[config.mk]
export PLATFORM = sky130hd
export DESIGN_NAME = row_span_sequencer_flat
export DESIGN_NICKNAME = d
export VERILOG_FILES = /design/src/rtl/row_span_sequencer_if.sv /design/src/rtl/row_span_sequencer.sv /design/src/flat_wrapper.sv
export SDC_FILE = /design/constraint.sdc
export NUM_CORES = 1
export LEC_CHECK = 0
export CAP_MARGIN = 5
export CORE_MARGIN = 2
export CORE_UTILIZATION = 35
export CTS_BUF_LIST = sky130_fd_sc_hd__clkbuf_2 sky130_fd_sc_hd__clkbuf_4 sky130_fd_sc_hd__clkbuf_8
export CTS_CLUSTER_DIAMETER = 100
export DETAILED_ROUTE_END_ITERATION = 6
export DONT_BUFFER_PORTS = 1
export GPL_TIMING_DRIVEN = 0
export PLACE_DENSITY_LB_ADDON = 0.15
export SLEW_MARGIN = 30
export SYNTH_ARGS = -nofsm -noshare
export SYNTH_HDL_FRONTEND = slang
export SYNTH_SLANG_ARGS = --single-unit
export TNS_END_PERCENT = 50
[constraint.sdc]
create_clock -name clk -period 9 [get_ports clk]
set_input_delay 2.7 -clock clk [delete_from_list [all_inputs] [get_ports clk]]
set_output_delay 2.7 -clock clk [all_outputs]
set_load 0.005 [all_outputs]
[src/rtl/row_span_sequencer_if.sv]
// Descriptor load channel between the ray tracer (master) and the span
// sequencer (slave). One descriptor moves on each clk edge where
// load_valid and load_ready are both high.
interface row_span_sequencer_if #(
  parameter int FRAC = 10
);
  logic            load_valid;
  logic            load_ready;
  logic [1:0]      load_wall;
  logic            load_side;
  logic [10:0]     load_size;
  logic [5:0]      load_texu;
  logic [6+FRAC-1:0] load_vstart;
  logic [6+FRAC-1:0] load_vinc;

  modport master (
    output load_valid, load_wall, load_side, load_size,
           load_texu, load_vstart, load_vinc,
    input  load_ready
  );

  modport slave (
    input  load_valid, load_wall, load_side, load_size,
           load_texu, load_vstart, load_vinc,
    output load_ready
  );
endinterface

[src/rtl/row_span_sequencer.sv]
// Per-line wall-slice sequencer. Buffers one descriptor from the tracer in a
// shadow register, promotes it to the active set at line start, and steps
// the texture v accumulator across the wall span [span_lo, span_hi] as hpos
// advances. If no new descriptor arrives in time, the previous line repeats
// and underrun pulses.
module row_span_sequencer #(
  parameter int H_VIEW = 640,
  parameter int FRAC   = 10
) (
  input  logic                   clk,
  input  logic                   reset,
  row_span_sequencer_if.slave    ld,
  input  logic                   line_start,
  input  logic [9:0]             hpos,
  output logic [1:0]             wall,
  output logic                   side,
  output logic [10:0]            size,
  output logic [5:0]             texu,
  output logic [5:0]             texv,
  output logic                   row_valid,
  output logic                   underrun
);

  localparam int          ACC_W   = 6 + FRAC;
  localparam logic [10:0] CENTRE  = 11'(H_VIEW / 2);
  localparam logic [10:0] LAST_PX = 11'(H_VIEW - 1);

  typedef enum logic [1:0] {
    IDLE = 2'd0,
    PRE  = 2'd1,
    SPAN = 2'd2,
    POST = 2'd3
  } state_t;

  // Left edge of the span; saturates at pixel 0 for slices wider than the view.
  function automatic logic [10:0] f_span_lo(input logic [10:0] s);
    return (s >= CENTRE) ? 11'd0 : CENTRE - s;
  endfunction

  // Right edge of the span; clamps to the last visible pixel.
  function automatic logic [10:0] f_span_hi(input logic [10:0] s);
    logic [11:0] sum;
    sum = {1'b0, CENTRE} + {1'b0, s};
    return (sum > {1'b0, LAST_PX}) ? LAST_PX : sum[10:0];
  endfunction

  // Shadow (pending) descriptor.
  logic             sh_full_q;
  logic [1:0]       sh_wall_q;
  logic             sh_side_q;
  logic [10:0]      sh_size_q;
  logic [5:0]       sh_texu_q;
  logic [ACC_W-1:0] sh_vstart_q;
  logic [ACC_W-1:0] sh_vinc_q;

  // Active descriptor driving the current line.
  logic [1:0]       act_wall_q;
  logic             act_side_q;
  logic [10:0]      act_size_q;
  logic [5:0]       act_texu_q;
  logic [ACC_W-1:0] act_vstart_q;
  logic [ACC_W-1:0] act_vinc_q;
  logic             row_valid_q;

  logic [ACC_W-1:0] acc_q;
  logic             underrun_q;
  state_t           state_q, state_d;

  logic             load_fire;
  logic             promote;
  logic             line_go;
  logic [10:0]      act_lo, act_hi, start_lo;
  logic [10:0]      hpos_x;
  logic             span_px;
  logic             acc_en;
  logic             acc_load;
  logic [ACC_W-1:0] acc_load_val;

  assign load_fire = ld.load_valid & ~sh_full_q;
  assign promote   = line_start & sh_full_q;
  // A line runs if there is a fresh descriptor or an old one to repeat.
  assign line_go   = line_start & (sh_full_q | row_valid_q);
  assign act_lo    = f_span_lo(act_size_q);
  assign act_hi    = f_span_hi(act_size_q);
  assign start_lo  = promote ? f_span_lo(sh_size_q) : act_lo;
  assign hpos_x    = {1'b0, hpos};

  // The PRE->SPAN transition cycle (hpos == span_lo) is itself a span pixel.
  assign span_px = (state_q == SPAN) || ((state_q == PRE) && (hpos_x == act_lo));

  // State register.
  // NOTE: sequential state uses non-blocking assignments so every register
  // samples the pre-edge values of the others, independent of block order.
  always_ff @(posedge clk or posedge reset) begin
    if (reset) state_q <= IDLE;
    else       state_q <= state_d;
  end

  // Next-state logic: line_start overrides whatever the previous line left.
  always_comb begin
    // NOTE: default first, so no path through the block leaves state_d
    // unassigned and a latch cannot be inferred.
    state_d = state_q;
    if (line_start) begin
      if (line_go) state_d = (start_lo == 11'd0) ? SPAN : PRE;
      else         state_d = IDLE;
    end else begin
      case (state_q)
        PRE:     if (hpos_x == act_lo) state_d = (hpos_x == act_hi) ? POST : SPAN;
        SPAN:    if (hpos_x == act_hi) state_d = POST;
        default: state_d = state_q;
      endcase
    end
  end

  // FSM outputs: accumulator load at line start, step on span pixels before span_hi.
  always_comb begin
    acc_load     = line_go;
    acc_load_val = promote ? sh_vstart_q : act_vstart_q;
    acc_en       = 1'b0;
    if (span_px && (hpos_x >= act_lo) && (hpos_x < act_hi)) acc_en = 1'b1;
  end

  // Shadow register: fills on a handshake, empties on promotion.
  always_ff @(posedge clk or posedge reset) begin
    if (reset) begin
      sh_full_q   <= 1'b0;
      sh_wall_q   <= '0;
      sh_side_q   <= 1'b0;
      sh_size_q   <= '0;
      sh_texu_q   <= '0;
      sh_vstart_q <= '0;
      sh_vinc_q   <= '0;
    end else if (load_fire) begin
      sh_full_q   <= 1'b1;
      sh_wall_q   <= ld.load_wall;
      sh_side_q   <= ld.load_side;
      sh_size_q   <= ld.load_size;
      sh_texu_q   <= ld.load_texu;
      sh_vstart_q <= ld.load_vstart;
      sh_vinc_q   <= ld.load_vinc;
    end else if (promote) begin
      sh_full_q   <= 1'b0;
    end
  end

  // Active set: changes only at line start when a fresh descriptor is waiting.
  always_ff @(posedge clk or posedge reset) begin
    if (reset) begin
      act_wall_q   <= '0;
      act_side_q   <= 1'b0;
      act_size_q   <= '0;
      act_texu_q   <= '0;
      act_vstart_q <= '0;
      act_vinc_q   <= '0;
      row_valid_q  <= 1'b0;
    end else if (promote) begin
      act_wall_q   <= sh_wall_q;
      act_side_q   <= sh_side_q;
      act_size_q   <= sh_size_q;
      act_texu_q   <= sh_texu_q;
      act_vstart_q <= sh_vstart_q;
      act_vinc_q   <= sh_vinc_q;
      row_valid_q  <= 1'b1;
    end
  end

  // Texture v accumulator; wraps modulo 2^ACC_W so the texture tiles.
  always_ff @(posedge clk or posedge reset) begin
    if (reset)         acc_q <= '0;
    else if (acc_load) acc_q <= acc_load_val;
    else if (acc_en)   acc_q <= acc_q + act_vinc_q;
  end

  // Underrun pulse: line start found nothing new in the shadow register.
  always_ff @(posedge clk or posedge reset) begin
    if (reset) underrun_q <= 1'b0;
    else       underrun_q <= line_start & ~sh_full_q;
  end

  assign ld.load_ready = ~sh_full_q;
  assign wall          = act_wall_q;
  assign side          = act_side_q;
  assign size          = act_size_q;
  assign texu          = act_texu_q;
  assign texv          = acc_q[ACC_W-1:FRAC];
  assign row_valid     = row_valid_q;
  assign underrun      = underrun_q;

endmodule

[src/flat_wrapper.sv]
// flat-port wrapper written by rule: the top's interface ports become plain ports
module row_span_sequencer_flat 
#(
  parameter int H_VIEW = 640,
  parameter int FRAC   = 10
)
  (clk, reset, line_start, hpos, wall, side, size, texu, texv, row_valid, underrun, ld_load_valid, ld_load_wall, ld_load_side, ld_load_size, ld_load_texu, ld_load_vstart, ld_load_vinc, ld_load_ready);
  row_span_sequencer_if #(.FRAC(FRAC)) ld_i ();
  input  logic clk;
  input  logic reset;
  input  logic line_start;
  input  logic [9:0] hpos;
  output logic [1:0] wall;
  output logic side;
  output logic [10:0] size;
  output logic [5:0] texu;
  output logic [5:0] texv;
  output logic row_valid;
  output logic underrun;
  input wire logic [$bits(ld_i.load_valid)-1:0] ld_load_valid;
  input wire logic [$bits(ld_i.load_wall)-1:0] ld_load_wall;
  input wire logic [$bits(ld_i.load_side)-1:0] ld_load_side;
  input wire logic [$bits(ld_i.load_size)-1:0] ld_load_size;
  input wire logic [$bits(ld_i.load_texu)-1:0] ld_load_texu;
  input wire logic [$bits(ld_i.load_vstart)-1:0] ld_load_vstart;
  input wire logic [$bits(ld_i.load_vinc)-1:0] ld_load_vinc;
  output wire logic [$bits(ld_i.load_ready)-1:0] ld_load_ready;
  assign ld_i.load_valid = ld_load_valid;
  assign ld_i.load_wall = ld_load_wall;
  assign ld_i.load_side = ld_load_side;
  assign ld_i.load_size = ld_load_size;
  assign ld_i.load_texu = ld_load_texu;
  assign ld_i.load_vstart = ld_load_vstart;
  assign ld_i.load_vinc = ld_load_vinc;
  assign ld_load_ready = ld_i.load_ready;
  row_span_sequencer #(.H_VIEW(H_VIEW), .FRAC(FRAC)) u_core (.clk(clk), .reset(reset), .ld(ld_i), .line_start(line_start), .hpos(hpos), .wall(wall), .side(side), .size(size), .texu(texu), .texv(texv), .row_valid(row_valid), .underrun(underrun));
endmodule
==> metrics.cfg, run 1 <==
[floorplan]
row_count = 50
dieWidth_microns = 141
die_h_microns = 141
core_area_sq_um = 18600
initial_core_util_pct = 35.5
ios = 95
dieArea_sq_um = 19900

[sta]
post-route-period-util_pct = 53.4
tightest_slew_ns = 0.778
finalSetupViolations = 0
fin_crit_ns = 4.81
maxSlewHeadroom_pct = 48.1
setup_ws_ns = 4.19
finalSetupTns_ns = 0
slew_violations = 0
hold_viol = 0
fmax_ghz = 0.208
rsz0062_at_grt = false
finalClockSkew_ns = 0.0123

[synth]
syn_inst = 583
yosys.area.top_type = dfrtp_1
synth-edff-count = 0
netlist_top_cells_area = dfrtp_1 47%, mux2_2 17%, ha_1 8.0%
synth_most_common_cell = dfrtp_1
synth-seq-cells = 125
synthArstFlopShare_pct = 100
synth_nets = 692
ys_types = 62
synth_top_area_share_pct = 47.5
yosysSeqAreaShare_pct = 47.5
syn_area_sq_um = 6590
avgSynthCellArea_sq_um = 11.3
synth_ff_type = dfrtp_1
synth_commonest_cells = 125 x dfrtp_1, 100 x mux2_2, 44 x nand2_1
synth_warnings = 0

[setup_path]
path_cells = inv_1 > ha_1 > o21ai_0 > nand4_1 > o311ai_0 > a32oi_1 > nor2_1 > ha_1 > a211o_1 > nor2_1 > a211oi_1 > o31a_1 > or4b_1 > buf_2 > buf_2 > a211oi_1 > o21ai_0 > nand2_1
endpoint_kind = flip-flop
reg2reg_slack_ns = 4.19
critPathMaxStageDelay_ns = 0.61
path_class = flip-flop to flip-flop
critPathSlowestCell = a32oi_1
timing.rr.end = u_core.acc_q[13]
required_ns = 9.37
r2r_cells = 18
start_kind = flip-flop
critPathMaxFanout = 10
r2r-start = u_core.size[6]
critPathBufInv = 3
critPathTopFamily = compound AO/OA/AOI/OAI gates
cp.arrival_ns = 5.18

[cells_and_area]
diodes = 0
drive_gt1_share_pct = 24.7
fin_area_sq_um = 7330
area_growth_pct = 11.2
stdcell_count = 849
fin_util_pct = 39.4
nets = 712

[global_route]
grt_overflow = 0
antenna_found_initial = 1
grt_pass1_vias = 4585
grt_usage_pct = 16.0
grt_pass1_wl_microns = 24500
grt_max_degree = 89

[pwr]
power.density_nw_per_um2 = 322
p_leak_nw = 3.16
ir_drop_mv = 0.104

[clock_network]
cts_setup_buffers = 0
hold_buffers = 0
htree_num_levels = 4
root_buffer = clkbuf_8
clock_latency_ns = 0.44
ctsResizeCount = 0
cts_tree = built
cts_buffers = 17
clock_sinks = 125
clkTransAtPathRegs_ns = 0.07
clockBufferDepth = 2

[placed_design]
dp_hpwl_microns = 11300
dpl_worst_slack_ns = 3.74
placed_area_sq_um = 6920
portBuffers = 0
dp.cells = 818
routabilityCongestion = 0.831

[detailed_routing]
drt_iter0_markers = 171
via_per_inst = 5.21
ant_nets = 0
dr_total_vias = 4422
first_pass_iters = 4
wl_microns = 15100
drcViolationCount = 0
wl_per_cell_microns = 17.8

[hold_path]
min_path_type = flip-flop to flip-flop
worstHoldPathCells = 1
holdPathEnd = u_core.texu[0]
min_from = u_core.sh_texu_q[0]

[flow_run]
maxCapViolations = 0

[outcome]
status = finished clean

where the power goes:
part / switching, mW / leakage (nW) / internal (mW)
logic: 0.497 / 1.50 / 0.456
registers: 0.152 / 1.47 / 0.750
clock network: 0.220 / 0.196 / 0.288
layout by cell type, fill, tap and decap left out, types with 4 or more instances in the layout:
cell        instances
dfrtp_1           125
mux2_2            100
nor2b_1             5
o21ai_0            31
nand2_1            44
a31oi_1             6
inv_1              20
or3_1               4
nor2_1             31
xor2_1              6
buf_4               7
mux2i_1             6
o21ai_1             4
a21o_1              7
and3_1              5
xnor2_1             8
nand3_1             7
nand4_1             4
ha_1               42
clkinvlp_4          5
nand2b_1            4
clkbuf_8           19
nor3_1              8
o21bai_1            5
a21oi_1            27
a211oi_1            6
clkbuf_1           13
sequential cells by signal, indices dropped and copies added (netlist names), 11 cells and up:
register and count:
u_core.acc_q 16, u_core.act_vinc_q 16, u_core.act_vstart_q 16, u_core.sh_vinc_q 16, u_core.sh_vstart_q 16, u_core.sh_size_q 11
u_core.size 11
worst max path at each step:
stage | slack, ns | start | endpoint | depth (start not counted)
floorplan | 2.97 | reset | u_core.acc_q[0] | 1
global placement | 1.58 | reset | u_core.side | 1
detailed placement | 3.74 | hpos[6] | u_core.acc_q[13] | 11
CTS | 4.13 | u_core.size[6] | u_core.acc_q[13] | 18
global route | 3.70 | u_core.size[6] | u_core.acc_q[13] | 18
finish | 4.19 | u_core.size[6] | u_core.acc_q[13] | 18
cells by family (layout without fill, tap and decap cells):
family	Yosys count	in the layout	share of synthesized area, %
AOI/OAI and AO/OA	112	112	10.6
xor gates and xnor gates	14	14	1.86
adders and majority gates	43	43	8.28
buffers and inverters	48	80	3.42
DFF	125	125	47.5
muxes	106	106	18.0
other	1	1	0.0569
and+or+nand+nor	134	134	10.3
layout make-up:
class	count	area, sq um
plain buffers	27	146
clock inverters	11	143
flip-flops and latches	125	3130
fillers	1792	11300
multi-input cells	410	3230
inverters	21	86.3
clock buffers	20	269
repair buffers	1	27.5
well taps	234	293
stage by stage:
step	hold WS, ns	power, mW
floorplan	0.471	1.63
global placement	0.481	1.84
detailed placement	0.486	1.87
CTS	0.502	2.39
global route	0.511	2.56
finish	0.498	2.36
metal layers:
metal  track usage [%]  vias up  part of all wire, %
li1                  -     2135                    -
met1              19.6     2191                   45
met2              27.4       83                   50
met3              4.42       13                  4.2
met4              5.16        0                  1.2
met5                 0        -                    0
No activity file was read; power rests on OpenSTA's default activity.
==> run 2, diff against run 1 <==
==> constraint.sdc (replaced) <==
create_clock -name clk -period 4 [get_ports clk]
set_input_delay 1.2 -clock clk [delete_from_list [all_inputs] [get_ports clk]]
set_output_delay 1.2 -clock clk [all_outputs]
set_load 0.005 [all_outputs]
==> metrics.cfg, run 2 (synthesis results as in run 1) <==
[detailed_routing]
ant_nets = 0  ; unchanged
first_pass_iters = 4  ; unchanged
via_per_inst = 5.24  ; +0.64%
dr_total_vias = 4555  ; +3.0%
drcViolationCount = 0  ; unchanged
wl_microns = 15700  ; +3.7%
drt_iter0_markers = 187  ; +9.4%
wl_per_cell_microns = 18.1  ; +1.3%

[sta]
slew_violations = 0  ; unchanged
maxSlewHeadroom_pct = 51.8  ; +3.7 points
tightest_slew_ns = 0.720  ; -0.0578 ns
post-route-period-util_pct = 100  ; +47 points
finalSetupTns_ns = -0.00955  ; -0.00955 ns
rsz0062_at_grt = true
finalClockSkew_ns = 0.00960  ; -0.00267 ns
hold_viol = 0  ; unchanged
setup_ws_ns = -0.00955  ; -4.20 ns
fin_crit_ns = 4.01  ; -0.800 ns
fmax_ghz = 0.249  ; +20%
finalSetupViolations = 1  ; +1

[global_route]
grt_pass1_wl_microns = 25400  ; +3.8%
grt_pass1_vias = 4789  ; +4.4%
grt_overflow = 0  ; unchanged
antenna_found_initial = 1  ; unchanged
grt_usage_pct = 16.5  ; +0.52 points
grt_max_degree = 31  ; -65%

[pwr]
p_leak_nw = 3.30  ; +4.4%
total_power_mw = 5.64  ; +140%
ir_drop_mv = 0.371  ; +260%
power.density_nw_per_um2 = 731  ; +130%

[cells_and_area]
drive_gt1_share_pct = 31.5  ; +6.8 points
nFillCells = 1804  ; +0.67%
nets = 731  ; +2.7%
layout_common_cells = 121 x dfrtp_1, 100 x mux2_2, 42 x nand2_1, 37 x ha_1, 29 x o21ai_0
stdcell_count = 869  ; +2.4%
area_growth_pct = 17.1
register_area_sq_um = 3130  ; +0.16%
fin_area_sq_um = 7710  ; +5.3%
layout_commonest_cell = dfrtp_1
multi_input_area_sq_um = 3410  ; +5.5%
fin_util_pct = 41.5  ; +2.1 points

[placed_design]
placed_area_sq_um = 6970  ; +0.81%
dp.cells = 821  ; +0.37%
portBuffers = 0  ; unchanged
routabilityCongestion = 0.856  ; +3.0%
dp_hpwl_microns = 11600  ; +2.0%

[setup_path]
cp.arrival_ns = 4.38  ; -0.80 ns
critPathBufInv = 4  ; +1
path_class = flip-flop to flip-flop
start_kind = flip-flop
path_cells = inv_2 > buf_4 > ha_2 > and3_4 > or3_4 > a21boi_4 > buf_6 > nand2_1 > ha_1 > and4b_1 > nand3_1 > a211oi_2 > a21oi_1 > or4b_4 > buf_6 > nor3_2 > a21oi_1 > o21ai_1
required_ns = 4.37  ; -5.00 ns
critPathSlowestCell = or4b_4
critPathTopFamily = simple AND/OR/NAND/NOR gates
critPathMaxStageDelay_ns = 0.64  ; +0.03 ns
endpoint_kind = flip-flop
critPathMaxFanout = 10  ; unchanged

[floorplan]
die_h_microns = 141  ; unchanged
core_area_sq_um = 18600  ; unchanged
ios = 95  ; unchanged
dieWidth_microns = 141  ; unchanged
row_count = 50  ; unchanged
initial_core_util_pct = 35.5  ; unchanged
dieArea_sq_um = 19900  ; unchanged

[clock_network]
cts_buffers = 17  ; unchanged
cts_tree = built
clock_sinks = 125  ; unchanged
clkTransAtPathRegs_ns = 0.07  ; about the same
htree_num_levels = 4  ; unchanged
clock_latency_ns = 0.44  ; about the same
clockBufferDepth = 2  ; unchanged
root_buffer = clkbuf_8
hold_buffers = 0  ; unchanged

[outcome]
violations = negative setup slack
status = finished, violations left

[flow_run]
maxCapViolations = 0  ; unchanged

[hold_path]
min_path_type = flip-flop to flip-flop

==> run 2: layer usage <==
layer / global-route usage, % / share of wire (%) / up-vias
met3: 4.21 / 4.1 / 22
met5: 0 / 0.10 / -
met4: 5.95 / 1.6 / 2
li1: - / - / 2183
met1: 20.5 / 44 / 2260
met2: 27.9 / 50 / 88
==> run 2: area by class of cell <==
cell class,instances,area share [%]
Antenna cell,1,0.0324
Buffer,25,1.90
Clock buffer,22,3.68
Clock inverter,9,1.78
Inverter,21,1.10
Multi-Input combinational cell,410,44.2
Sequential cell,125,40.6
Tap cell,234,3.80
Timing Repair Buffer,22,2.86
==> run 2: power by group <==
part | total, mW | internal (mW) | switching [mW] | leakage, nW
Clock | 1.17 | 0.669 | 0.496 | 0.213
Sequential | 2.04 | 1.69 | 0.346 | 1.47
Combinational | 2.44 | 1.20 | 1.23 | 1.62
Total | 5.64 | 3.56 | 2.07 | 3.30
==> run 2: worst paths after layout <==
check,startpoint,end,slack (ns),cells past startpoint
worst max-delay path,u_core.size[7],u_core.acc_q[2],-0.01,18
worst min-delay path,u_core.act_vstart_q[11],u_core.act_vstart_q[11],0.50,1
worst max register to register,u_core.size[7],u_core.acc_q[2],-0.01,18
worst min register to register,u_core.act_vstart_q[11],u_core.act_vstart_q[11],0.50,1
max in group asynchronous,reset,u_core.act_vinc_q[10],2.35,4
min in group asynchronous,reset,u_core.act_vstart_q[1],0.71,1
==> run 2: metrics by stage <==
stage                     hold slack [ns]  setup WS (ns)
after detailed placement            0.483         -0.850
after global routing                0.512         -0.177
after global placement              0.481         -0.784
after floorplan                     0.471         0.0269
final                               0.497       -0.00955
after CTS                           0.500        0.00226
==> run 2: timing repair <==
action                                  in CTS  in global routing
pin swaps                                   12                 17
endpoints found under the setup margin      16                 16
gates resized for setup                     27                 21
buffers inserted                            12                  6
==> run 2: worst reg2reg max path, cell delays in order (launching register included) <==
cell and delay [ns]:
dfrtp_2 0.47, inv_2 0.08, buf_4 0.16, ha_2 0.17, and3_4 0.15, or3_4 0.40
a21boi_4 0.24, buf_6 0.15, nand2_1 0.06, ha_1 0.28, and4b_1 0.19, nand3_1 0.09
a211oi_2 0.18, a21oi_1 0.08, or4b_4 0.64, buf_6 0.21, nor3_2 0.19, a21oi_1 0.07
o21ai_1 0.11
